### config.mk
export PLATFORM = sky130hd
export DESIGN_NAME = dst_hazard_tracker
export DESIGN_NICKNAME = d
export VERILOG_FILES = /design/src/rtl/dst_hazard_tracker_pkg.sv /design/src/rtl/dst_hazard_tracker_stage_reg.sv /design/src/rtl/dst_hazard_tracker.sv
export SDC_FILE = /design/constraint.sdc
export NUM_CORES = 1
export LEC_CHECK = 0
export CORE_MARGIN = 8
export CORE_UTILIZATION = 30
export CTS_CLUSTER_DIAMETER = 40
export DETAILED_ROUTE_END_ITERATION = 12
export PLACE_DENSITY = 0.59
export SYNTH_ARGS = -nofsm -noshare
export SYNTH_HDL_FRONTEND = slang
export SYNTH_SLANG_ARGS = --single-unit
### constraint.sdc
create_clock -name clk_i -period 4.5 [get_ports clk_i]
set_input_delay 1.125 -clock clk_i [delete_from_list [all_inputs] [get_ports clk_i]]
set_output_delay 1.125 -clock clk_i [all_outputs]
set_load 0.01 [all_outputs]
### src/rtl/dst_hazard_tracker_pkg.sv
// Shared widths, forwarding-select encodings, the stage record and the
// register-match helpers used by the destination hazard tracker.
package dst_hazard_tracker_pkg;

    localparam int ADDR_W = 5;
    localparam int TNEW_W = 2;

    localparam logic [ADDR_W-1:0] ZERO_REG = '0;

    // D-stage forwarding sources
    localparam logic [1:0] FWD_GRF = 2'd0;
    localparam logic [1:0] FWD_E   = 2'd1;
    localparam logic [1:0] FWD_M   = 2'd2;
    localparam logic [1:0] FWD_W   = 2'd3;

    // E-stage forwarding sources
    localparam logic [1:0] FWD_E_IDEX = 2'd0;
    localparam logic [1:0] FWD_E_M    = 2'd1;
    localparam logic [1:0] FWD_E_W    = 2'd2;

    typedef struct packed {
        logic [ADDR_W-1:0] dst;
        logic              we;
        logic [TNEW_W-1:0] tnew;
    } stage_t;

    // A stage matches a source only if it writes that register and the register is not $0.
    function automatic logic stage_hit(input stage_t s, input logic [ADDR_W-1:0] src);
        return s.we && (s.dst == src) && (src != ZERO_REG);
    endfunction

    function automatic logic stage_ready(input stage_t s, input logic [ADDR_W-1:0] src);
        return stage_hit(s, src) && (s.tnew == '0);
    endfunction

    function automatic logic [1:0] fwd_d_sel(input stage_t e, input stage_t m, input stage_t w,
                                             input logic [ADDR_W-1:0] src);
        if (stage_ready(e, src))      return FWD_E;
        else if (stage_ready(m, src)) return FWD_M;
        else if (stage_ready(w, src)) return FWD_W;
        else                          return FWD_GRF;
    endfunction

    function automatic logic [1:0] fwd_e_sel(input stage_t m, input stage_t w,
                                             input logic [ADDR_W-1:0] src);
        if (stage_ready(m, src))      return FWD_E_M;
        else if (stage_ready(w, src)) return FWD_E_W;
        else                          return FWD_E_IDEX;
    endfunction

endpackage

### src/rtl/dst_hazard_tracker_stage_reg.sv
// One pipeline stage of {dst, we, tnew}: optional saturating Tnew decrement
// on load, bubble insertion and asynchronous clear.
module dst_stage_reg
    import dst_hazard_tracker_pkg::*;
#(
    parameter bit DECR = 1'b1
) (
    input  logic   clk_i,
    input  logic   rst_i,
    input  logic   bubble_i,
    input  stage_t d_i,
    output stage_t q_o
);

    stage_t stage_q;
    stage_t stage_d;

    always_comb begin
        stage_d = d_i;
        if (DECR && (d_i.tnew != '0)) begin
            stage_d.tnew = d_i.tnew - TNEW_W'(1);
        end
        if (bubble_i) begin
            stage_d = '0;
        end
    end

    always_ff @(posedge clk_i or posedge rst_i) begin
        if (rst_i) begin
            stage_q <= '0;
        end else begin
            stage_q <= stage_d;
        end
    end

    assign q_o = stage_q;

endmodule

### src/rtl/dst_hazard_tracker.sv
// Tracks destination register, write-enable and Tnew through E/M/W and derives
// the D-stage stall, D/E forwarding selects and the GRF write port.
module dst_hazard_tracker
    import dst_hazard_tracker_pkg::*;
(
    input  logic              clk_i,
    input  logic              reset_i,
    input  logic [ADDR_W-1:0] d_dst_i,
    input  logic              d_we_i,
    input  logic [TNEW_W-1:0] d_tnew_i,
    input  logic [ADDR_W-1:0] d_rs_i,
    input  logic [ADDR_W-1:0] d_rt_i,
    input  logic              d_rs_use_i,
    input  logic              d_rt_use_i,
    input  logic [TNEW_W-1:0] d_tuse_rs_i,
    input  logic [TNEW_W-1:0] d_tuse_rt_i,
    output logic              stall_o,
    output logic [1:0]        fwd_d_rs_o,
    output logic [1:0]        fwd_d_rt_o,
    output logic [1:0]        fwd_e_rs_o,
    output logic [1:0]        fwd_e_rt_o,
    output logic [ADDR_W-1:0] w_dst_o,
    output logic              w_we_o
);

    stage_t e_in;
    stage_t e_q;
    stage_t m_q;
    stage_t w_q;

    logic [ADDR_W-1:0] rs_e_q, rs_e_d;
    logic [ADDR_W-1:0] rt_e_q, rt_e_d;
    logic              stall_rs;
    logic              stall_rt;

    // Writes to $0 are dropped here so nothing downstream ever sees them.
    assign e_in = '{dst: d_dst_i, we: d_we_i && (d_dst_i != ZERO_REG), tnew: d_tnew_i};

    dst_stage_reg #(.DECR(1'b0)) u_stage_e (
        .clk_i    (clk_i),
        .rst_i    (reset_i),
        .bubble_i (stall_o),
        .d_i      (e_in),
        .q_o      (e_q)
    );

    dst_stage_reg #(.DECR(1'b1)) u_stage_m (
        .clk_i    (clk_i),
        .rst_i    (reset_i),
        .bubble_i (1'b0),
        .d_i      (e_q),
        .q_o      (m_q)
    );

    dst_stage_reg #(.DECR(1'b1)) u_stage_w (
        .clk_i    (clk_i),
        .rst_i    (reset_i),
        .bubble_i (1'b0),
        .d_i      (m_q),
        .q_o      (w_q)
    );

    assign rs_e_d = stall_o ? ZERO_REG : d_rs_i;
    assign rt_e_d = stall_o ? ZERO_REG : d_rt_i;

    always_ff @(posedge clk_i or posedge reset_i) begin
        if (reset_i) begin
            rs_e_q <= '0;
            rt_e_q <= '0;
        end else begin
            rs_e_q <= rs_e_d;
            rt_e_q <= rt_e_d;
        end
    end

    // Only E and M can still be producing; W always has its result.
    always_comb begin
        stall_rs = d_rs_use_i &&
                   ((stage_hit(e_q, d_rs_i) && (e_q.tnew > d_tuse_rs_i)) ||
                    (stage_hit(m_q, d_rs_i) && (m_q.tnew > d_tuse_rs_i)));
        stall_rt = d_rt_use_i &&
                   ((stage_hit(e_q, d_rt_i) && (e_q.tnew > d_tuse_rt_i)) ||
                    (stage_hit(m_q, d_rt_i) && (m_q.tnew > d_tuse_rt_i)));
        stall_o  = stall_rs || stall_rt;
    end

    always_comb begin
        fwd_d_rs_o = fwd_d_sel(e_q, m_q, w_q, d_rs_i);
        fwd_d_rt_o = fwd_d_sel(e_q, m_q, w_q, d_rt_i);
        fwd_e_rs_o = fwd_e_sel(m_q, w_q, rs_e_q);
        fwd_e_rt_o = fwd_e_sel(m_q, w_q, rt_e_q);
    end

    assign w_dst_o = w_q.dst;
    assign w_we_o  = w_q.we;

endmodule

* Yosys cells after proc, flatten, opt, wreduce, memory -nomap -nowiden
Index checks and enable logic that the tools add are counted.
** Storage, ports and cells
- Latch bits :: 0
- Output and inout bits :: 15
- Memory bits (writable) :: 0
- Memory bits (read-only) :: 0
- Bits in registers :: 34
- Word-level logic and storage cells :: 92
- Input bits :: 26
- Memories :: 0
** Operators by class
- Shifts and indexed selects :: 0
- Equality and inequality tests :: 10
- Multiply operators :: 0
- Bitwise gates (word level) :: 0
- $lt $le $gt $ge :: 4
- Add/subtract/negate cells :: 2
- Reduce and logical (&&, ||, !) cells :: 50
- Multiplexer cells :: 15
- Div/mod/pow operators :: 0
** Operator list (count)
- equality test 5 bit :: 10
- logical AND 1 bit :: 37
- nonzero test 5 bit :: 5
- two-way mux 2 bit :: 12
- two-way mux 5 bit :: 2
- greater-than comparator 2 bit :: 4
- two-way mux 8 bit :: 1
- logical NOT 2 bit :: 3
- nonzero test 2 bit :: 2
- subtractor 2 x 1 -> 2 bit (second input constant) :: 2
- logical OR 1 bit :: 3

* Depth between registers and ports, before layout
Gate-level depths: netlist of the first run.
- Depth in word-level cells :: 8
- Depth in mapped cells :: 9

* Modules after synthesis
From an unflattened synthesis of the first run, not the netlist that was laid out.
** Unflattened totals
- Cell total of the unflattened synthesis :: 212
- Area total of the unflattened synthesis :: 2115.8 µm²
** By module, submodules not included
- dst_hazard_tracker :: area each 1313.8 µm², seq. area each 250.2 µm², cells an instance 161, instances 1
- dst_stage_reg (u_stage_m ...) :: area each 274.0 µm², seq. area each 200.2 µm², cells an instance 17, instances 2
- dst_stage_reg (u_stage_e) :: area each 254.0 µm², seq. area each 200.2 µm², cells an instance 17, instances 1

* Worst setup path before layout of the first run
OpenSTA, ideal clock, no wires.
- Path kind :: input port to output port
- Start :: in d_rt_i[1]
- End :: out stall_o
- Slack :: 0.925 ns
- Data arrival time :: 2.450 ns
- Cell stages on the path :: 6
- Path through :: or4_4 > o211ai_2 > nor4_1 > a31o_1 > buf_6 > or2_1
** Between the ends
- Longest elaborated chain between the ends :: 7
- Elaborated cells on any way between the ends :: 12
** RTL lines
- from (decl) :: line dst_hazard_tracker.sv:12 : input logic [ADDR_W-1:0] d_rt_i,
- equality test 5 bit :: line dst_hazard_tracker_pkg.sv:29 : return s.we && (s.dst == src) && (src != ZERO_REG);
- logical AND 1 bit (2 in a row) :: line dst_hazard_tracker_pkg.sv:29
- logical AND 1 bit, on equally long branches :: line dst_hazard_tracker.sv:82, dst_hazard_tracker.sv:83
- logical OR 1 bit * :: line dst_hazard_tracker.sv:82 : ((stage_hit(e_q, d_rt_i) && (e_q.tnew > d_tuse_rt_i)) ||
- logical AND 1 bit * :: line dst_hazard_tracker.sv:81 : stall_rt = d_rt_use_i &&
- logical OR 1 bit * :: line dst_hazard_tracker.sv:84 : stall_o = stall_rs || stall_rt;
- to (decl) :: line dst_hazard_tracker.sv:17 : output logic stall_o,
Every way passes the cells marked *; elsewhere a longest branch is shown, timed or not.

* Final worst setup path of the first run
- Start :: in d_rt_i[1]
- End :: out fwd_d_rt_o[0]
** Between the ends
- Longest elaborated chain between the ends :: 7
- Elaborated cells on any way between the ends :: 16
** RTL lines
- equality test 5 bit :: line dst_hazard_tracker_pkg.sv:29
- logical AND 1 bit (2 in a row) :: line dst_hazard_tracker_pkg.sv:29
- logical AND 1 bit :: line dst_hazard_tracker_pkg.sv:33 : return stage_hit(s, src) && (s.tnew == '0);
- two-way mux 2 bit :: line dst_hazard_tracker_pkg.sv:40 : else if (stage_ready(w, src)) return FWD_W;
- two-way mux 2 bit :: line dst_hazard_tracker_pkg.sv:39 : else if (stage_ready(m, src)) return FWD_M;
- two-way mux 2 bit * :: line dst_hazard_tracker_pkg.sv:38 : if (stage_ready(e, src)) return FWD_E;
- to (decl) :: line dst_hazard_tracker.sv:19 : output logic [1:0] fwd_d_rt_o,
Marked as above.

==> results of run 1 <==
[synth_stat cells, types with 3 or more instances]
master    count  area share, %
inv_1        25            4.4
a21oi_1       5            1.2
nand3_1       7            1.6
and2_1        3           0.88
dfrtp_1      34             40
clkbuf_1      5           0.88
xor2_1       14            5.7
buf_4         5            1.8
nand2_1       6            1.1
nor4_1        6            1.8
ha_1          8            4.7
xnor2_1      36             15
nor2_1        4           0.70
nand4_1       8            2.3
nor2b_1       3           0.88
nor3_1       13            3.0
nor3_2        9            4.2
[worst max-delay path: stages]
cell and delay [ns]:
clkdlybuf4s50_1 0.49, buf_4 0.15, xnor2_1 0.12, nand3_1 0.13, or3b_2 0.48, a41o_1 0.28, clkdlybuf4s50_1 0.49
[through the flow]
step | setup WS, ns | total power [mW] | cells
after floorplan | 0.925 | 0.442 | 216
after global placement | 0.0366 | 0.505 | 354
after detailed placement | 0.0181 | 0.508 | 354
after CTS | 0.00778 | 0.776 | 362
after global routing | 0.0437 | 0.806 | 362
final | 0.129 | 0.765 | 362
[logic make-up (layout without fill, tap and decap cells)]
kind of cell | after synthesis | count (layout) | synth area share (%)
flops | 34 | 34 | 39.7
xor+xnor | 50 | 50 | 20.5
buf+inv | 40 | 90 | 9.47
simple gates | 69 | 69 | 20.6
compound gates | 15 | 15 | 5.08
fa+ha+maj | 8 | 8 | 4.68
[sequential cells by signal, summed over array words and instances, names as in the netlist]
signal         count
u_stage_e.q_o      8
rs_e_q             5
rt_e_q             5
u_stage_m.q_o      8
u_stage_w.q_o      8
[metal layers]
layer	vias to the layer above	global-route usage, %	share of wire [%]
met5	-	0	0
met4	0	3.49	1.3
met3	6	2.28	3.3
li1	823	-	-
met1	759	12.5	45
met2	30	19.8	50
[worst paths after layout]
check,startpoint,end,depth (start not counted)
hold / removal,u_stage_e.q_o[4],u_stage_m.q_o[4],0
setup reg to reg,u_stage_e.q_o[1],rs_e_q[4],7
max in group asynchronous,reset_i,rs_e_q[4],3
min in group asynchronous,reset_i,u_stage_m.q_o[1],3
hold reg to reg,u_stage_e.q_o[4],u_stage_m.q_o[4],0
setup / recovery,d_rt_i[1],fwd_d_rt_o[0],7
[power by group]
part	total (mW)	switching (mW)	internal [mW]
Combinational	0.150	0.0644	0.0851
Sequential	0.352	0.0282	0.324
Clock	0.264	0.0984	0.165
[layout make-up]
| type | instances | area share [%] |
|---|---|---|
| tap | 96 | 4.28 |
| timing repair buffer | 57 | 19.0 |
| sequential | 34 | 30.3 |
| inverter | 25 | 3.34 |
| clock inverter | 1 | 1.07 |
| multi-input combinational | 142 | 39.3 |
| clock buffer | 7 | 2.72 |
==> qor.csv, run 1 <==
metric;value;unit
Syn Area/Cell;9.91;sq um
Final ANT Viol Nets;0;
clk slew on worst S/H paths;0.06;ns
Final Wtd Congestion;0.837;
crit path kind;in2out;
leak pwr;1.20;nW
GR Util All Layers;11.0;%
Hold Crit Class;reg2reg;
VDD IR-drop max;140;uV
Final nets;299;
Tcrit/Tclk final;97.1;%
post-layout util;40.9;%
final setup violation count;0;
Most used DFF post-synth;dfrtp_1;
Die Area;10100;sq um
final hold viol count;0;
design area;2810;sq um
io pins;41;
htree depth;2;
CTS Sinks;34;
Syn-to-layout area delta;31.2;%
area taken by flip-flops and latches;851;sq um
DRC Markers;0;
largest fanout on the critical path;4;
Syn. warnings;0;
Post-DP Area;2680;sq um
starting density of the core;31.2;%
Worst Path Required;3.38;ns
Power Dens Cells;273;nW/um^2
Num CTS Buffers;5;
root cell of the clock tree;clkbuf_8;
Post-Route Skew;0.00326;ns
Multi-input gate area;1100;sq um
Seq/Total Area, Yosys;39.7;%
die width;100;microns
Core Rows;30;
share of cells above drive strength 1;15.0;%
Unique masters post-synth;36;
WL per Instance;14.4;microns
Async S/R FF share, synth;100;%
slew of the pin with the lowest slew margin;0.420;ns
CTS resizes;0;
GRT overflow;0;
fill count;651;
Seq cells post-synth;34;
router iterations before antenna repair;4;
CTS tree;built;
status;finished, final reports clean;
Core Region;6870;sq um
Post-Syn Nets;250;
DIE HEIGHT;100;microns
EDFF count, synth;0;
max-slew violations;0;
Synth Instances;216;
Critical Path Start Type;primary input;
initial antenna violation count;0;
vias;1618;
post-synth design cell area;2140;sq um
Highest Clock Rate;229;MHz
hold buffer count at CTS;0;
Port Buffers;40;
CP endpoint kind;output pin;
1st-iter DRT viols;67;
DP HPWL;4190;microns
worst endpoint data arrival time;3.25;ns
Max-slew headroom;72.0;%
Clk Latency, worst-skew pair;0.28;ns
largest net degree at the start of global routing;35;
most frequent cells in the layout;clkdlybuf4s50_1, xnor2_1, dfrtp_1;
setup bufs post-CTS;0;
first-pass GRT wire length;8630;microns
Max Buffers Root-to-Sink;2;
final hold slack;0.434;ns
# diodes;0;
Routed WL;5210;microns
vias in the first global route;1740;
post-DR vias/cell;4.47;
Max Cap Viol;0;
R2R setup slack;2.61;ns
setup TNS;0;ns
Period minus WS final;4.37;ns
most common cell after layout, fill and taps aside;clkdlybuf4s50_1;
RSZ-0062 raised after global routing;no;
Power figures use the tool's default switching activity.
==> inputs of run 2 (changes only) <==
--- a/config.mk
+++ b/config.mk
@@ -10,6 +10,7 @@
 export CTS_CLUSTER_DIAMETER = 40
 export DETAILED_ROUTE_END_ITERATION = 12
 export PLACE_DENSITY = 0.59
+export RECOVER_POWER = 100
 export SYNTH_ARGS = -nofsm -noshare
 export SYNTH_HDL_FRONTEND = slang
 export SYNTH_SLANG_ARGS = --single-unit
==> run 2 against run 1 <==
  * The flow now finishes with violations (capacitance limit, slew limit)
  * Clock-buffer cell count is the same
  * Core utilization shrank 0.75 points
  * Routed wire length increased by 1.0%
  * Power down 0.38%
  * Critical path type unchanged
  * Largest power group unchanged
==> qor.csv, run 2 (same netlist as run 1, synthesis figures left out) <==
metric;value;unit;change
CP max stage delay;0.55;ns;+0.06 ns
Period minus WS final;4.41;ns;+0.0400 ns
violated checks;capacitance limit, slew limit;;
Core Region;6870;sq um;unchanged
Worst Path Required;3.38;ns;about the same
leak pwr;1.18;nW;-1.8%
fill count;654;;+0.46%
GRT overflow;0;;unchanged
Power Dens Cells;277;nW/um^2;+1.5%
family with the most delay on the worst path;buffers and inverters;;
# diodes;0;;unchanged
crit path kind;in2out;;
vias in the first global route;1740;;unchanged
DP HPWL;4190;microns;unchanged
dpl cells;354;;unchanged
Register-to-Register Path Depth;7;;unchanged
CTS resizes;0;;unchanged
most frequent cells in the layout;xnor2_1, dfrtp_1, clkdlybuf4s50_1;;
Clk Latency, worst-skew pair;0.28;ns;about the same
Highest Clock Rate;227;MHz;-0.91%
Num CTS Buffers;5;;unchanged
setup TNS;0;ns;unchanged
Tcrit/Tclk final;98.0;%;+0.89 points
die width;100;microns;unchanged
Post-Route Skew;0.00272;ns;-0.000539 ns
clk slew on worst S/H paths;0.06;ns;about the same
post-layout util;40.1;%;-0.75 points
router iterations before antenna repair;6;;+2
first-pass GRT wire length;8630;microns;unchanged
final setup violation count;0;;unchanged
htree depth;2;;unchanged
GR Util All Layers;11.0;%;unchanged
CTS Sinks;34;;unchanged
cell depth of the worst hold path;0;;unchanged
final worst-path setup slack;0.0891;ns;-0.0400 ns
DRC Markers;0;;unchanged
Final nets;299;;unchanged
Finished Layout Cells;362;;unchanged
DIE HEIGHT;100;microns;unchanged
DP Worst Slack;0.0181;ns;unchanged
VDD IR-drop max;140;uV;+0.28%
CP bufs+invs;2;;-1
status;complete, but fails checks;;
final hold viol count;0;;unchanged
RSZ-0062 raised after global routing;no;;
Final Wtd Congestion;0.837;;unchanged
1st-iter DRT viols;49;;-27%
Power, Total;0.762;mW;-0.38%
share of cells above drive strength 1;11.7;%;-3.4 points
Max Buffers Root-to-Sink;2;;unchanged
root cell of the clock tree;clkbuf_8;;
Reg2Reg Launch Point;u_stage_m.q_o[7];;
largest fanout on the critical path;3;;-1
setup bufs post-CTS;0;;unchanged
post-DR vias/cell;4.47;;about the same
initial antenna violation count;0;;unchanged
Die Area;10100;sq um;unchanged
slew of the pin with the lowest slew margin;1.77;ns;+1.35 ns
Hold EP;u_stage_m.q_o[4];;
vias;1619;;+0.062%
Syn-to-layout area delta;28.8;%;
Final ANT Viol Nets;0;;unchanged
Core Rows;30;;unchanged
Max Cap Viol;1;;+1
starting density of the core;31.2;%;unchanged
most used cell, CP;clkdlybuf4s50_1;;
reg2reg end;u_stage_e.q_o[2];;
hold buffer count at CTS;0;;unchanged
worst endpoint data arrival time;3.29;ns;+0.04 ns
worst path cell trace;clkdlybuf4s50_1 > or4_4 > o211ai_1 > or3b_2 > a41o_1 > clkdlybuf4s50_1;;
Port Buffers;40;;unchanged
Max-slew headroom;-18.1;%;-90 points
WL per Instance;14.5;microns;+1.0%
CP endpoint kind;output pin;;
largest net degree at the start of global routing;35;;unchanged
Crit-path slowest cell;clkdlybuf4s50_1;;
io pins;41;;unchanged
area taken by flip-flops and latches;851;sq um;unchanged
Critical Path Start Type;primary input;;
Hold Crit Class;reg2reg;;
worst hold start;u_stage_e.q_o[4];;
Worst path depth;6;;-1
CTS tree;built;;
R2R setup slack;2.06;ns;-0.55 ns
Multi-input gate area;1070;sq um;-3.2%
most common cell after layout, fill and taps aside;xnor2_1;;
max-slew violations;35;;+35
Routed WL;5260;microns;+1.0%
==> run 2: changes by cell type in the layout (fill, tap and decap cells not counted), moves of 2 or more <==
cell	delta
clkbuf_1	+3
clkdlybuf4s50_1	-12
nor3_1	+6
dlygate4sd3_1	+12
and2_1	-2
nor3_2	-6
buf_4	-2
and2_0	+2
==> run 2: through the flow <==
step | hold slack [ns] | area (sq um)
2_1_floorplan | 0.352 | 2140
3_3_place_gp | 0.429 | 2680
3_5_place_dp | 0.425 | 2680
4_1_cts | 0.441 | 2790
5_1_grt | 0.455 | 2760
6_report | 0.435 | 2760
==> run 2: worst max-delay path by stage <==
stage | start | endpoint
after CTS | d_rt_i[2] | stall_o
after floorplan | d_rt_i[1] | stall_o
after global placement | d_rs_i[4] | stall_o
after global routing | d_rs_i[4] | fwd_d_rs_o[0]
after detailed placement | d_rs_i[2] | fwd_d_rs_o[1]
final | d_rt_i[2] | fwd_d_rt_o[0]
==> run 2: cell type report <==
type | count | area share, %
Tap cell | 96 | 4.36
Sequential cell | 34 | 30.9
Inverter | 25 | 3.40
Clock inverter | 1 | 1.09
Clock buffer | 7 | 2.77
Timing Repair Buffer | 57 | 18.7
Multi-Input combinational cell | 142 | 38.8
==> run 2: power breakdown <==
group / internal, mW / switching, mW
Sequential: 0.324 / 0.0280
Combinational: 0.0812 / 0.0639
Clock: 0.165 / 0.100
Total: 0.570 / 0.192
==> run 2: per-layer routing <==
layer	wire [microns]	vias up	GRT usage [%]
met4	68	0	3.49
li1	-	821	-
met3	170	6	2.28
met5	0	-	0
met1	2400	764	12.5
met2	2630	28	19.8
==> inputs of run 3 (changes only) <==
--- a/config.mk
+++ b/config.mk
@@ -5,11 +5,13 @@
 export SDC_FILE = /design/constraint.sdc
 export NUM_CORES = 1
 export LEC_CHECK = 0
+export ABC_AREA = 0
 export CORE_MARGIN = 8
 export CORE_UTILIZATION = 30
 export CTS_CLUSTER_DIAMETER = 40
 export DETAILED_ROUTE_END_ITERATION = 12
-export PLACE_DENSITY = 0.59
+export DONT_BUFFER_PORTS = 1
+export PLACE_DENSITY = 0.52
 export RECOVER_POWER = 100
 export SYNTH_ARGS = -nofsm -noshare
 export SYNTH_HDL_FRONTEND = slang
==> run 3 against run 2 <==
  * The flow still finishes with violations (capacitance limit, slew limit)
  * Critical endpoint is now stall_o
  * Final cell count down 15%
  * Sequential power about the same
  * Power down 12%
==> qor.csv, run 3 (same netlist as run 1, synthesis figures left out) <==
metric;value;unit;change
met3 routed wirelength;424;microns;+150%
Final Wtd Congestion;0.873;;+4.3%
Hold EP;u_stage_m.q_o[4];;
Core Rows;30;;unchanged
1st-iter DRT viols;74;;+51%
largest net degree at the start of global routing;35;;unchanged
CTS tree;built;;
DRC Markers;0;;unchanged
Final ANT Viol Nets;0;;unchanged
initial antenna violation count;0;;unchanged
met1 WL;2320;microns;-3.1%
Core Region;6870;sq um;unchanged
slew of the pin with the lowest slew margin;1.76;ns;-0.00842 ns
hold buffer count at CTS;0;;unchanged
die width;100;microns;unchanged
io pins;41;;unchanged
Port Buffers;0;;-100%
Die Area;10100;sq um;unchanged
DP HPWL;4140;microns;-1.2%
router iterations before antenna repair;4;;-2
Reg2Reg Launch Point;u_stage_e.q_o[1];;
share of cells above drive strength 1;6.64;%;-5.0 points
RSZ-0062 raised after global routing;no;;
DIE HEIGHT;100;microns;unchanged
WL per Instance;17.2;microns;+18%
final hold slack;0.446;ns;+0.0107 ns
largest fanout on the critical path;5;;+2
post-layout util;32.3;%;-7.9 points
clk slew on worst S/H paths;0.07;ns;about the same
Syn-to-layout area delta;3.57;%;
CTS Sinks;34;;unchanged
post-DR vias/cell;4.77;;+6.6%
Max Cap Viol;1;;unchanged
root cell of the clock tree;clkbuf_8;;
Clk Latency, worst-skew pair;0.29;ns;about the same
setup bufs post-CTS;0;;unchanged
Routed WL;5270;microns;+0.15%
Period minus WS final;3.60;ns;-0.807 ns
worst hold start;u_stage_e.q_o[4];;
most common cell after layout, fill and taps aside;xnor2_1;;
final hold viol count;0;;unchanged
crit path kind;in2out;;
vias in the first global route;1479;;-15%
Tcrit/Tclk final;80.1;%;-18 points
CTS resizes;0;;unchanged
Max-slew headroom;-17.5;%;+0.56 points
vias;1464;;-9.6%
VDD IR-drop max;151;uV;+7.8%
Register-to-Register Path Depth;7;;unchanged
starting density of the core;31.2;%;unchanged
# diodes;0;;unchanged
Power, Total;0.670;mW;-12%
setup TNS;0;ns;unchanged
Final nets;246;;-18%
status;complete, but fails checks;;
GR Util All Layers;11.2;%;+0.26 points
violated checks;capacitance limit, slew limit;;
Hold Crit Class;reg2reg;;
DR top layer;met4;;
R2R setup slack;2.15;ns;+0.09 ns
htree depth;2;;unchanged
Critical Path Start Type;primary input;;
met2 wire len;2430;microns;-7.6%
Worst Path Required;3.38;ns;about the same
GRT overflow;0;;unchanged
most frequent cells in the layout;xnor2_1, dfrtp_1, inv_1;;
Num CTS Buffers;5;;unchanged
Max Buffers Root-to-Sink;2;;unchanged
leak pwr;0.920;nW;-22%
max-slew violations;35;;unchanged
CP endpoint kind;output pin;;
Highest Clock Rate;278;MHz;+22%
cell depth of the worst hold path;0;;unchanged
final setup violation count;0;;unchanged
first-pass GRT wire length;8450;microns;-2.1%
worst endpoint data arrival time;2.48;ns;-0.81 ns
Power Dens Cells;302;nW/um^2;+9.2%
reg2reg end;rt_e_q[1];;
Post-Route Skew;0.00500;ns;+0.00227 ns
[run 3: cell count changes in the layout (fill, tap and decap cells not counted), moves of 3 or more]
| cell | before | now |
|---|---|---|
| clkdlybuf4s50_1 | 26 | 0 |
| buf_4 | 15 | 2 |
| dlygate4sd3_1 | 12 | 0 |
| clkbuf_1 | 5 | 2 |
| nor3_1 | 17 | 20 |
| nor3_2 | 5 | 2 |
[run 3: worst max path at each step]
| stage | startpoint | to | slack [ns] | cells after the start |
|---|---|---|---|---|
| CTS | d_rt_i[1] | stall_o | 0.95 | 5 |
| finish | d_rt_i[1] | stall_o | 0.90 | 5 |
| global placement | d_rt_i[1] | stall_o | 0.98 | 5 |
| global route | d_tuse_rt_i[1] | stall_o | 0.80 | 7 |
| floorplan | d_rt_i[1] | stall_o | 0.92 | 6 |
| detailed placement | d_rt_i[1] | stall_o | 0.95 | 5 |
[run 3: area by class of cell]
class / instances / area (sq um)
Inverter: 25 / 93.8
Clock buffer: 6 / 82.6
Sequential cell: 34 / 851
Fill cell: 711 / 4650
Tap cell: 96 / 120
Timing Repair Buffer: 4 / 22.5
Multi-Input combinational cell: 142 / 1050
[run 3: critical path, cell delays in order]
cell,delay [ns]
or4_4,0.53
o211ai_1,0.20
nor4_1,0.09
a31o_1,0.21
or2_0,0.32
[run 3: per-layer routing]
| layer | track usage [%] | vias to the layer above |
|---|---|---|
| met5 | 0 | - |
| met3 | 4.97 | 7 |
| met2 | 17.5 | 47 |
| met1 | 13.2 | 702 |
| li1 | - | 708 |
| met4 | 4.19 | 0 |
[run 3: report_power, final]
part	internal, mW	total [mW]	switching, mW
registers	0.324	0.354	0.0306
logic	0.0504	0.0957	0.0453
clock network	0.118	0.220	0.102
[run 3: per-stage QoR]
step / area [sq um] / setup slack (ns) / std cells
2_1_floorplan: 2140 / 0.925 / 216
3_3_place_gp: 2180 / 0.977 / 301
3_5_place_dp: 2180 / 0.951 / 301
4_1_cts: 2260 / 0.949 / 307
5_1_grt: 2220 / 0.795 / 307
6_report: 2220 / 0.897 / 307
